## config.mk

```make
export PLATFORM = sky130hd
export DESIGN_NAME = mcm3_shift_add_pipe
export DESIGN_NICKNAME = d
export VERILOG_FILES = /design/src/rtl/mcm3_shift_add_pipe.sv
export SDC_FILE = /design/constraint.sdc
export NUM_CORES = 1
export LEC_CHECK = 0
export ABC_AREA = 0
export CORE_AREA = 4 4 207 209
export CTS_CLUSTER_SIZE = 40
export DETAILED_ROUTE_END_ITERATION = 8
export DIE_AREA = 0 0 211 213
export MAX_ROUTING_LAYER = met4
export PLACE_DENSITY = 0.7
export RECOVER_POWER = 50
export SLEW_MARGIN = 15
export SYNTH_ARGS = -nofsm -noshare
export SYNTH_HDL_FRONTEND = slang
export SYNTH_SLANG_ARGS = --single-unit
```

## constraint.sdc

```tcl
create_clock -name clk -period 3.9 [get_ports clk]
set_clock_uncertainty 0.2 [all_clocks]
set_input_delay 0.78 -clock clk [delete_from_list [all_inputs] [get_ports clk]]
set_output_delay 0.78 -clock clk [all_outputs]
set_load 0.03 [all_outputs]
```

## src/rtl/mcm3_shift_add_pipe.sv

```systemverilog
// Two-stage shift-add multiplier of one unsigned sample by three constants, valid/ready on both sides.
// Optional macro MCM_SATURATE_EN: clamp each overflowing channel to all ones instead of wrapping.
module mcm3_shift_add_pipe #(
    parameter int          W  = 32,
    parameter int          OW = 32,
    parameter int          CW = 8,
    parameter int unsigned C0 = 13,
    parameter int unsigned C1 = 25,
    parameter int unsigned C2 = 63
) (
    input  logic          clk,
    input  logic          rst_n,
    input  logic          in_valid,
    output logic          in_ready,
    input  logic [W-1:0]  x,
    output logic          out_valid,
    input  logic          out_ready,
    output logic [OW-1:0] y0,
    output logic [OW-1:0] y1,
    output logic [OW-1:0] y2,
    output logic [2:0]    ovf
);
    localparam int PW   = W + CW;
    localparam int HALF = CW / 2;
    localparam logic [2:0][CW-1:0] CK = {CW'(C2), CW'(C1), CW'(C0)};

    // Sum of shifted copies of xv for the set bits of c in the lower (hi=0) or upper (hi=1) half.
    function automatic logic [PW-1:0] part(input logic [W-1:0] xv, input logic [CW-1:0] c,
                                           input logic hi);
        logic [PW-1:0] acc;
        logic [PW-1:0] xe;
        acc = '0;
        xe  = PW'(xv);
        for (int i = 0; i < CW; i++) begin
            if (c[i] && ((i >= HALF) == hi)) acc = acc + (xe << i);
        end
        return acc;
    endfunction

    logic                 s1_valid_q;
    logic                 out_valid_q;
    logic [2:0][PW-1:0]   lo_q, hi_q, lo_d, hi_d;
    logic [2:0][OW-1:0]   y_q, y_d, wrap;
    logic [2:0]           ovf_q, ovf_d;
    logic                 s1_adv, s2_adv, in_fire;

    assign s2_adv   = !out_valid_q || out_ready;
    assign s1_adv   = !s1_valid_q || s2_adv;
    assign in_ready = s1_adv;
    assign in_fire  = in_valid && s1_adv;

    always_comb begin
        lo_d = '0;
        hi_d = '0;
        for (int k = 0; k < 3; k++) begin
            lo_d[k] = part(x, CK[k], 1'b0);
            hi_d[k] = part(x, CK[k], 1'b1);
        end
    end

    for (genvar k = 0; k < 3; k++) begin : g_red
        logic [PW-1:0] sum;
        assign sum = lo_q[k] + hi_q[k];
        if (OW >= PW) begin : g_wide
            assign wrap[k]  = OW'(sum);
            assign ovf_d[k] = 1'b0;
        end else begin : g_narrow
            assign wrap[k]  = sum[OW-1:0];
            assign ovf_d[k] = |sum[PW-1:OW];
        end
    end

    always_comb begin
        y_d = wrap;
`ifdef MCM_SATURATE_EN
        for (int k = 0; k < 3; k++) begin
            if (ovf_d[k]) y_d[k] = '1;
        end
`endif
    end

    always_ff @(posedge clk or negedge rst_n) begin
        if (!rst_n) begin
            s1_valid_q  <= 1'b0;
            lo_q        <= '0;
            hi_q        <= '0;
            out_valid_q <= 1'b0;
            y_q         <= '0;
            ovf_q       <= '0;
        end else begin
            if (s1_adv) begin
                s1_valid_q <= in_valid;
                if (in_fire) begin
                    lo_q <= lo_d;
                    hi_q <= hi_d;
                end
            end
            // Output register only moves when the downstream has taken (or never had) the result.
            if (s2_adv) begin
                out_valid_q <= s1_valid_q;
                if (s1_valid_q) begin
                    y_q   <= y_d;
                    ovf_q <= ovf_d;
                end
            end
        end
    end

    assign out_valid = out_valid_q;
    assign y0        = y_q[0];
    assign y1        = y_q[1];
    assign y2        = y_q[2];
    assign ovf       = ovf_q;
endmodule

```

==> results of run 1 <==
## power groups by stage
stage	clock [mW]	sequential, mW	combinational [mW]
after floorplan	0	4.91	4.77
after global placement	0	4.24	8.63
after detailed placement	0	4.27	8.74
after CTS	3.38	4.25	9.00
after global routing	3.49	4.36	10.2
final	3.30	4.25	9.30
## Yosys cell counts (all sizes together) (4+ instances only)
| cell type | instances | area share (%) |
|---|---|---|
| nor3b | 5 | 0.18 |
| xor2 | 77 | 3.2 |
| o221ai | 4 | 0.17 |
| o31a | 5 | 0.21 |
| o31ai | 18 | 0.68 |
| a2111oi | 6 | 0.29 |
| nand3 | 39 | 0.94 |
| nor2b | 14 | 0.42 |
| a22oi | 4 | 0.17 |
| a21boi | 7 | 0.25 |
| nand2b | 24 | 0.72 |
| o21ai | 276 | 6.7 |
| o41ai | 4 | 0.17 |
| o211ai | 14 | 0.53 |
| a21oi | 140 | 3.4 |
| fa | 96 | 9.3 |
| a41oi | 8 | 0.37 |
| a211o | 9 | 0.38 |
| or3 | 7 | 0.21 |
| dfrtp | 264 | 32 |
| xnor2 | 76 | 3.2 |
| a31oi | 23 | 0.72 |
| ha | 193 | 12 |
| o211a | 5 | 0.24 |
| nand2 | 440 | 8.0 |
| o21a | 22 | 0.80 |
| nor3 | 16 | 0.39 |
| nor2 | 96 | 1.7 |
| o21bai | 28 | 1.0 |
| nor4 | 8 | 0.24 |
| a211oi | 25 | 0.90 |
| clkbuf | 65 | 1.2 |
| o2111ai | 8 | 0.34 |
| inv | 148 | 2.7 |
| nand4 | 15 | 0.45 |
| buf | 11 | 0.25 |
| and3 | 14 | 0.42 |
| and2 | 9 | 0.27 |
| or2 | 5 | 0.15 |
| a21o | 91 | 3.3 |
## how the worst max path moves through the flow
stage,startpoint,endpoint,slack (ns),cells past startpoint
2_1_floorplan,x[1],lo_q[115]$_DFFE_PN0P_,-0.56,16
3_3_place_gp,x[1],lo_q[115]$_DFFE_PN0P_,-1.39,17
3_5_place_dp,x[1],lo_q[115]$_DFFE_PN0P_,-1.42,17
4_1_cts,x[1],lo_q[115]$_DFFE_PN0P_,-0.32,18
5_1_grt,x[0],lo_q[111]$_DFFE_PN0P_,-0.47,18
6_report,x[0],lo_q[107]$_DFFE_PN0P_,-0.37,19
## logic make-up (layout without fill, tap and decap cells)
family,count (synthesis),in the layout,synth area share (%)
AO/OA/AOI/OAI,727,727,21.9
XOR/XNOR,153,153,6.46
adder cells (fa/ha/maj),289,289,20.9
buffers and inverters,224,720,4.11
flip-flops,264,264,31.8
multiplexers,4,4,0.199
AND/OR/NAND/NOR,705,705,14.6
## timing repair
item                                   CTS  global route
gates resized for setup                109            98
buffers inserted                        12            21
pin swaps                               34            68
setup endpoints to repair               57            33
hold buffers                             1             0
endpoints found under the hold margin    5             0
## layout make-up
cell class	instances	area, um^2	area share (%)
Multi-Input combinational cell	1878	13800	50.9
Sequential cell	264	6610	24.4
Timing Repair Buffer	511	4290	15.8
Clock buffer	51	996	3.67
Tap cell	532	666	2.46
Inverter	148	574	2.12
Clock inverter	10	168	0.619
## through the flow
step / setup slack [ns] / hold WS, ns
final: -0.371 / 0.263
after global routing: -0.475 / 0.290
after global placement: -1.39 / 0.253
after CTS: -0.319 / 0.270
after floorplan: -0.559 / 0.239
after detailed placement: -1.42 / 0.256
## routing by layer
layer	track usage (%)	vias up
li1	-	9238
met1	39.3	8891
met2	41.6	473
met3	4.06	118
met4	7.40	0
met5	-	-
## sequential cells by signal (all words and copies together), names as in the netlist
signal / flops
lo_q: 102
hi_q: 64
y0: 32
y2: 31
y1: 30
ovf: 3
out_valid: 1
s1_valid_q: 1
## layout by cell type (no fill, tap or decap), types with 6 or more instances in the layout
cell type        count
clkbuf_16           35
fa_1                92
ha_4                 8
a21o_1              91
clkbuf_8             6
clkbuf_2            12
a211oi_1            21
clkinvlp_4           6
o31ai_1             16
xor2_1              77
o21bai_1            28
nand4_1             15
clkdlybuf4s50_1    109
nand2_1            439
nor3_1              15
o21a_1              22
buf_4              342
nand2b_1            24
ha_1               185
and3_1              12
inv_2               22
a21oi_2             10
a21oi_1            126
xnor2_1             72
o21ai_0            244
and2_1               8
a31oi_1             19
buf_6               23
nand3_1             39
dfrtp_1            264
o211ai_1            13
nor2_1              92
clkbuf_1            10
a211o_1              9
o21ai_1             27
inv_1              121
or3_1                7
nor4_1               8
nor2b_1             13
## tightest hold or removal path, delay by kind of cell, from the launching register on
kind | cells | cell delay (ns)
flip-flops | 1 | 0.34
AND/OR/NAND/NOR | 2 | 0.10
==> results by group, run 1 <==
Final layout
  • Final #Nets: 3163
  • Final core utilization: 66.4%
  • Layout cell share with drive strength beyond 1: 19.4%
  • Filler Cell Count: 3313
  • Final non-filler cell total: 3394
  • Final instance area: ~27000 um^2
  • Area grow syn2layout: 30.6%
  • ANT cells: 0

Place
  • Placer Congestion: approximately 0.94
  • Detailed placement HPWL: 46.2 mm
  • Placed cell count: 3300
  • IO buf count: 136
  • Placed Instance Area: 25300 um^2

Yosys
  • Syn nets: 2691
  • Ys flop type: dfrtp_1
  • Async S/R FF share, synth: 100%
  • Post-Syn Area: a little over 20000 um^2
  • Syn. warnings: 0
  • Syn Area/Cell: between 8 and 9 um^2
  • #FFs+latches synth: 264
  • EDFF count, synth: 0
  • Unique masters post-synth: 73
  • Cells after Synth: 2366
  • Sequential share of the synthesized area: 31.8%

Global routing
  • Global-route wire length before repair: 96.9 mm
  • Largest net degree at the start of global routing: 97
  • Vias in the first global route: 19000
  • Total Routing Usage GR: 27.5%
  • GRT overflow: 0
  • Initial antenna violation count: 0

Die
  • Chip width: 211 um
  • Die area: 44900 um^2
  • DIE HEIGHT: roughly 210 um
  • CORE AREA: 40800 um^2
  • Initial Util: 50.8%
  • Cell row count: 74
  • # IOs: 137

Worst hold path
  • Worst Hold Class: reg -> reg
  • Hold Path Depth: 2
  • Hold path start: lo_q[6]$_DFFE_PN0P_
  • Worst Hold End: y0[6]$_DFFE_PN0P_

STA
  • Max Fclk: 234 MHz
  • Final Cycle Share: 110%
  • Count of pins over their slew limit: approximately 170
  • Final WS setup: -0.371 ns
  • Tmin final: 4.27 ns
  • Setup tns final: -3.92 ns
  • RSZ-0062 raised after global routing: yes
  • Slew margin rel.: -24.3%
  • Fin. Hold Viols: 0
  • Worst slew pin tran: 1.86 ns
  • # setup viols final: 17

Clocking
  • H-tree depth: 2
  • Worst-Skew Late Latency: 0.54 ns
  • Clock-pin slew on the worst setup and hold paths: 0.06 ns
  • Maximum clock path buffer count: 3
  • CTS tree: built
  • Num Clock Sinks: between 200 and 300
  • CTS root buf: clkbuf_16
  • CTS buffer count: 35

Route
  • Post-DR wirelength/cell: 17.7 um
  • WL met2: between 20 and 30 mm
  • Pre-antenna DRT Iters: 5
  • Metal-1 WL: 28.5 mm
  • Top layer in use: met4
  • # DRC: 0
  • Post-DR vias/cell: 5.52
  • Routed WL: 60.2 mm
  • DRT iter0 DRCs: 1126
  • DRT antenna net count: 0
  • DR WL met3: 3.88 mm
  • Via count: 18700

Run status
  • Status: finished with violations
  • Violations in the final reports: capacitance limit, slew limit, setup timing

Worst setup path
  • Largest stage delay, worst path: 0.52 ns
  • Worst EP required: 4.10 ns
  • Nature of the critical path endpoint: flop
  • Crit path DAT: 4.47 ns
  • Reg2reg setup slack: about 0.17 ns
  • Reg2Reg Depth: 13
  • CP max FO: 3
  • R2R Path Start: hi_q[44]$_DFFE_PN0P_
  • Setup Crit Path Kind: in -> reg
  • Cell breakdown of the critical path: buf_2, inv_2, fa_2, fa_1, inv_2, ha_4, fa_2, a211oi_2, nor2_1, o211ai_1, buf_4, o2111ai_4, and3_4, a211o_1, buf_4, buf_6, a31oi_4, xor2_1, o21ai_1
  • R2r endpoint: ovf[1]$_DFFE_PN0P_
  • CP Buf/Inv Count: 6
  • Worst setup SP type: input port
  • Crit path max-delay cell type: fa_1
  • Top Family by Delay on Critical Path: adder cells

Power
  • Sw frac: 41.7%
  • Leakage: 13.1 nW
  • Combinational share of power: 55.2%
  • Seq pwr share: 25.2%
  • Max VDD drop: about 0.0005 V
  • P per Cell Area: 621 nW/um^2
  • Pint: 9.82 mW
  • Tot Pwr: 16.8 mW
  • Net Switching: 7.02 mW
  • Clock Power Share: 19.6%

Run
  • Max_cap viols: 2
Note: power is estimated with default switching activity, not from simulation.
==> run 2, diff against run 1 <==
--- a/config.mk
+++ b/config.mk
@@ -6,10 +6,10 @@
 export NUM_CORES = 1
 export LEC_CHECK = 0
 export ABC_AREA = 0
-export CORE_AREA = 4 4 207 209
+export CORE_AREA = 2 2 205 207
 export CTS_CLUSTER_SIZE = 40
 export DETAILED_ROUTE_END_ITERATION = 8
-export DIE_AREA = 0 0 211 213
+export DIE_AREA = 0 0 207 209
 export MAX_ROUTING_LAYER = met4
 export PLACE_DENSITY = 0.7
 export RECOVER_POWER = 50
==> run 2 against run 1 <==
The flow still finishes with violations (capacitance limit, slew limit, setup timing). Clock power decreased by 7.3%. Sequential share of layout area rose by 0.12 points. Critical path type unchanged. Critical endpoint is now lo_q[115]$_DFFE_PN0P_. Cell area is 0.48% lower.
==> results by group, run 2 (synthesized netlist as in run 1, its figures left out) <==
Run status
  • Status: finished with violations
  • Violations in the final reports: capacitance limit, slew limit, setup timing

Final layout
  • Final #Nets: 3172 (+0.28%)
  • Max FFs per register: 102 (unchanged)
  • Area grow syn2layout: 30.0%
  • ANT cells: 0 (unchanged)
  • Final non-filler cell total: 3407 (+0.38%)
  • Final core utilization: 65.3% (-1.1 points)
  • Final instance area: 27000 um^2 (-0.48%)
  • Storage element area: 6610 um^2 (unchanged)
  • Top reg by flops: lo_q
  • Multi-input logic area: 13800 um^2 (-0.33%)
  • Commonest non-fill, non-tap cell in the layout: nand2_1
  • Commonest non-fill, non-tap cells in the layout: nand2_1, buf_4, dfrtp_1
  • Layout cell share with drive strength beyond 1: 19.5% (+0.13 points)
  • Filler Cell Count: 3463 (+4.5%)

Route
  • DRT iter0 DRCs: 1096 (-2.7%)
  • # DRC: 0 (unchanged)
  • DRT antenna net count: 0 (unchanged)
  • Pre-antenna DRT Iters: 5 (unchanged)
  • Routed WL: 61.8 mm (+2.6%)
  • Post-DR vias/cell: 5.57 (+1.1%)
  • Post-DR wirelength/cell: 18.1 um (+2.2%)
  • Via count: 19000 (+1.5%)

Clocking
  • Worst-Skew Late Latency: 0.59 ns (+0.05 ns)
  • CTS buffer count: 31 (-11%)
  • Clock-pin slew on the worst setup and hold paths: 0.06 ns (about the same)
  • H-tree depth: 1 (-1)
  • CTS root buf: clkbuf_16
  • Maximum clock path buffer count: 3 (unchanged)
  • Num Clock Sinks: 264 (unchanged)
  • CTS tree: built

Power
  • Tot Pwr: 16.6 mW (-1.5%)
  • Leakage: 13.1 nW (-0.17%)
  • Max VDD drop: 0.000534 V (+6.9%)
  • P per Cell Area: 615 nW/um^2 (-1.0%)

STA
  • Final WS setup: -0.319 ns (+0.0525 ns)
  • Min Hold Slack: 0.266 ns (+0.00290 ns)
  • Slew margin rel.: -16.2% (+8.1 points)
  • # setup viols final: 17 (unchanged)
  • RSZ-0062 raised after global routing: yes
  • Final Cycle Share: 108% (-1.3 points)
  • Setup tns final: -2.47 ns (+1.45 ns)
  • Tmin final: 4.22 ns (-0.0525 ns)
  • Max Fclk: 237 MHz (+1.2%)
  • Count of pins over their slew limit: 155 (-6.6%)
  • Worst slew pin tran: 1.74 ns (-0.122 ns)
  • Fin. Hold Viols: 0 (unchanged)

Global routing
  • GRT overflow: 0 (unchanged)
  • Met2 Use GR: 45.7% (+4.2 points)
  • Busiest grt layer: met2
  • Largest net degree at the start of global routing: 94 (-3.1%)
  • Vias in the first global route: 19300 (+1.6%)
  • Initial antenna violation count: 0 (unchanged)
  • Global-route wire length before repair: 99.6 mm (+2.8%)
  • GR Util met1: 40.9% (+1.7 points)
  • Total Routing Usage GR: 29.3% (+1.7 points)
  • M3 GR Usage: 3.23% (-0.82 points)

Worst setup path
  • CP max FO: 3 (unchanged)
  • Nature of the critical path endpoint: flop
  • Crit path DAT: 4.50 ns (+0.03 ns)
  • Setup Crit Path Kind: in -> reg
  • Worst setup SP type: input port
  • Worst EP required: 4.18 ns (+0.08 ns)

Place
  • Detailed placement HPWL: 46.9 mm (+1.6%)
  • Placer Congestion: 0.939 (-0.19%)
  • Placed Instance Area: 25200 um^2 (-0.38%)
  • Placed cell count: 3298 (-0.061%)
  • IO buf count: 136 (unchanged)
  • Pre-CTS WS: -1.44 ns (-0.0198 ns)

Die
  • Die area: 43300 um^2 (-3.7%)
  • # IOs: 137 (unchanged)
  • Chip width: 207 um (-1.9%)
  • Cell row count: 75 (+1.4%)
  • CORE AREA: 41300 um^2 (+1.1%)
  • Initial Util: 50.3% (-0.56 points)
  • DIE HEIGHT: 209 um (-1.9%)

Run
  • Max_cap viols: 2 (unchanged)

Worst hold path
  • Worst Hold Class: reg -> reg
-- run 2: cell count changes in the layout (fill, tap and decap cells not counted), moves of 4 or more --
cell / previous run / this run
buf_4: 342 / 366
clkbuf_16: 35 / 31
buf_6: 23 / 17
inv_2: 22 / 10
buf_12: 5 / 1
clkinv_2: 1 / 7
clkbuf_1: 10 / 3
inv_1: 121 / 131
-- run 2: timing repair --
action,CTS,global route
pin swaps,46,58
endpoints found under the hold margin,56,0
hold buffers,1,0
gates resized for setup,93,92
endpoints found under the setup margin,45,43
buffers inserted,44,17
-- run 2: final timing paths --
| kind | start | endpoint | slack (ns) | depth (start not counted) |
|---|---|---|---|---|
| setup / recovery | x[2] | lo_q[115]$_DFFE_PN0P_ | -0.32 | 17 |
| hold / removal | lo_q[5]$_DFFE_PN0P_ | y0[5]$_DFFE_PN0P_ | 0.27 | 2 |
| setup reg to reg | hi_q[44]$_DFFE_PN0P_ | ovf[1]$_DFFE_PN0P_ | 0.17 | 13 |
| hold reg to reg | lo_q[5]$_DFFE_PN0P_ | y0[5]$_DFFE_PN0P_ | 0.27 | 2 |
| max in group asynchronous | rst_n | lo_q[64]$_DFFE_PN0P_ | 0.51 | 3 |
| min in group asynchronous | rst_n | lo_q[82]$_DFFE_PN0P_ | 1.00 | 2 |
-- run 2: power by group --
| part | internal, mW | leakage (nW) | switching (mW) |
|---|---|---|---|
| Clock | 1.84 | 0.524 | 1.22 |
| Sequential | 3.64 | 3.24 | 0.607 |
| Combinational | 4.10 | 9.35 | 5.19 |
| Total | 9.57 | 13.1 | 7.01 |
-- run 2: cell type report --
cell class / count / area share (%)
Multi-Input combinational cell: 1878 / 51.0
Sequential cell: 264 / 24.5
Timing Repair Buffer: 524 / 15.9
Clock buffer: 41 / 3.27
Tap cell: 539 / 2.50
Inverter: 148 / 2.15
Clock inverter: 13 / 0.635
-- run 2: routing by layer --
layer  wire [um]  vias up
met5           0        -
met4        1470        0
met3        3310      100
met2       27700      476
met1       29300     9174
li1            -     9244
-- run 2: critical path, stage by stage --
cell	delay, ns
buf_8	0.08
clkinvlp_4	0.09
fa_2	0.49
fa_1	0.52
inv_2	0.05
ha_4	0.16
fa_2	0.37
a211oi_2	0.19
nor2_1	0.09
o211ai_1	0.27
o2111ai_2	0.21
and3_4	0.22
a21oi_4	0.17
o211a_1	0.20
nor4b_2	0.05
or3_1	0.31
a31o_2	0.24
==> run 3, diff against run 2 <==
--- a/config.mk
+++ b/config.mk
@@ -7,6 +7,7 @@
 export LEC_CHECK = 0
 export ABC_AREA = 0
 export CORE_AREA = 2 2 205 207
+export CTS_CLUSTER_DIAMETER = 30
 export CTS_CLUSTER_SIZE = 40
 export DETAILED_ROUTE_END_ITERATION = 8
 export DIE_AREA = 0 0 207 209
==> run 3 against run 2 <==
The run still ends with capacitance limit, slew limit, setup timing left. Hold slack worse by 0.0052 ns. Via count grew 2.4%. First-iteration DRC count increased by 10%. Count of clock-buffer cells in the layout up 54. Critical path depth is 2 lower. Utilization up 3.8 points. Flip-flop and latch count unchanged. Non-clock buffer count rose by 9. Worst setup slack improved by 0.026 ns. Clock power grew 100%. Critical path type unchanged. Largest power group unchanged.
==> results by group, run 3 (synthesized netlist as in run 1, its figures left out) <==
Final layout
  • Area grow syn2layout: 37.6%
  • Final non-filler cell total: 3493 (+2.5%)
  • Final instance area: 28600 um^2 (+5.9%)
  • Layout cell share with drive strength beyond 1: 21.8% (+2.3 points)
  • ANT cells: 0 (unchanged)
  • Max FFs per register: 102 (unchanged)
  • Final core utilization: 69.2% (+3.8 points)
  • Final #Nets: 3222 (+1.6%)
  • Commonest non-fill, non-tap cells in the layout: nand2_1, buf_4, dfrtp_1
  • Commonest non-fill, non-tap cell in the layout: nand2_1
  • Filler Cell Count: 3243 (-6.4%)
  • Top reg by flops: lo_q

Worst setup path
  • Top Family by Delay on Critical Path: adder cells
  • Cell breakdown of the critical path: clkdlybuf4s50_1, inv_1, fa_1, fa_1, inv_1, ha_1, a21o_1, a21oi_1, nor2b_1, a211o_1, a22oi_2, o211a_1, nor4b_2, or3_1, a31o_2
  • Worst setup SP type: input port
  • Largest stage delay, worst path: 0.54 ns (+0.02 ns)
  • CP Buf/Inv Count: 3 (unchanged)
  • CP max FO: 4 (+1)
  • Nature of the critical path endpoint: flop
  • Crit path DAT: 4.46 ns (-0.04 ns)
  • Worst EP required: 4.17 ns (about the same)
  • Setup Crit Path Kind: in -> reg
  • Crit path max-delay cell type: clkdlybuf4s50_1

STA
  • Final WS setup: -0.293 ns (+0.0257 ns)
  • Fin. Hold Viols: 0 (unchanged)
  • Worst slew pin tran: 1.82 ns (+0.0740 ns)
  • Final Cycle Share: 108% (-0.66 points)
  • RSZ-0062 raised after global routing: yes
  • Setup tns final: -1.84 ns (+0.634 ns)
  • Max Fclk: 238 MHz (+0.61%)
  • Min Hold Slack: 0.261 ns (-0.00516 ns)
  • Count of pins over their slew limit: 155 (unchanged)
  • # setup viols final: 16 (-1)
  • Slew margin rel.: -21.1% (-4.9 points)
  • Tmin final: 4.19 ns (-0.0257 ns)

Clocking
  • Clock-pin slew on the worst setup and hold paths: 0.04 ns (-0.02 ns)
  • CTS tree: built
  • Maximum clock path buffer count: 3 (unchanged)
  • CTS root buf: clkbuf_16
  • Worst-Skew Late Latency: 0.59 ns (about the same)
  • CTS buffer count: 72 (+130%)
  • H-tree depth: 3 (+2)
  • Num Clock Sinks: 264 (unchanged)

Die
  • CORE AREA: 41300 um^2 (unchanged)
  • Chip width: 207 um (unchanged)
  • # IOs: 137 (unchanged)
  • Initial Util: 50.3% (unchanged)
  • Cell row count: 75 (unchanged)
  • Die area: 43300 um^2 (unchanged)
  • DIE HEIGHT: 209 um (unchanged)

Global routing
  • Vias in the first global route: 20000 (+3.8%)
  • GRT overflow: 0 (unchanged)
  • Total Routing Usage GR: 30.6% (+1.3 points)
  • GR Util met1: 41.4% (+0.42 points)
  • Met2 Use GR: 46.8% (+1.1 points)
  • M3 GR Usage: 4.75% (+1.5 points)
  • Largest net degree at the start of global routing: 94 (unchanged)
  • Initial antenna violation count: 0 (unchanged)
  • Busiest grt layer: met2
  • Global-route wire length before repair: 103 mm (+3.3%)

Route
  • Pre-antenna DRT Iters: 5 (unchanged)
  • DRT antenna net count: 0 (unchanged)
  • DRT iter0 DRCs: 1206 (+10%)
  • # DRC: 0 (unchanged)
  • Post-DR wirelength/cell: 18.3 um (+0.76%)
  • Routed WL: 63.8 mm (+3.3%)
  • Post-DR vias/cell: 5.57 (about the same)
  • Via count: 19500 (+2.4%)

Run status
  • Status: finished with violations
  • Violations in the final reports: capacitance limit, slew limit, setup timing

Place
  • Placed cell count: 3298 (unchanged)
  • Placed Instance Area: 25200 um^2 (unchanged)
  • Detailed placement HPWL: 46.9 mm (unchanged)
  • Placer Congestion: 0.939 (unchanged)
  • IO buf count: 136 (unchanged)
  • Pre-CTS WS: -1.44 ns (unchanged)

Power
  • Tot Pwr: 19.7 mW (+19%)
  • P per Cell Area: 690 nW/um^2 (+12%)
  • Leakage: 13.9 nW (+6.0%)
  • Max VDD drop: 0.000540 V (+1.2%)

Run
  • Max_cap viols: 2 (unchanged)

Worst hold path
  • Worst Hold Class: reg -> reg
## run 3: changes by cell type in the layout (fill, tap and decap cells not counted), sizes merged
cell and delta:
clkbuf +54, buf +8, inv +1, bufinv +5, clkinv +11, clkinvlp +6, dlymetal6s2s +1
## run 3: cell type report
class                   instances  area, um^2  area share (%)
clock buffers                  95        2090            7.33
inverters                     148         579            2.03
clock inverters                36         449            1.57
flip-flops and latches        264        6610            23.1
repair buffers                533        4400            15.4
multi-input cells            1878       13800            48.2
well taps                     539         674            2.36
## run 3: worst min-delay path, cell delays in order (launching register included)
cell	delay (ns)
dfrtp_1	0.33
nand2_1	0.05
nand2_1	0.05
## run 3: final timing paths
| path | slack, ns | endpoint | cells after the start | startpoint |
|---|---|---|---|---|
| max reg2reg | 0.23 | ovf[1]$_DFFE_PN0P_ | 13 | hi_q[44]$_DFFE_PN0P_ |
| min reg2reg | 0.26 | y0[5]$_DFFE_PN0P_ | 2 | lo_q[5]$_DFFE_PN0P_ |
| min in group asynchronous | 0.95 | y2[3]$_DFFE_PN0P_ | 2 | rst_n |
| min | 0.26 | y0[5]$_DFFE_PN0P_ | 2 | lo_q[5]$_DFFE_PN0P_ |
| max in group asynchronous | 0.60 | lo_q[66]$_DFFE_PN0P_ | 3 | rst_n |
| max | -0.29 | lo_q[115]$_DFFE_PN0P_ | 15 | x[22] |
## run 3: power by group
group	switching (mW)	internal (mW)
sequential	0.614	3.65
combinational	5.21	4.08
clock	1.82	4.34
## run 3: routing by layer
layer,vias to the layer above,part of all wire [%]
met5,-,0
met4,0,2.6
met3,119,6.2
met2,559,45
met1,9384,46
li1,9394,-
## run 3: repair_timing
| action | in CTS | in global routing |
|---|---|---|
| cloned | 0 | 0 |
| setup endpoints to repair | 46 | 45 |
| hold buffers | 1 | 0 |
| hold endpoints to repair | 56 | 0 |
| pin swaps | 40 | 49 |
| gates resized for setup | 95 | 95 |
| setup buffers | 44 | 23 |
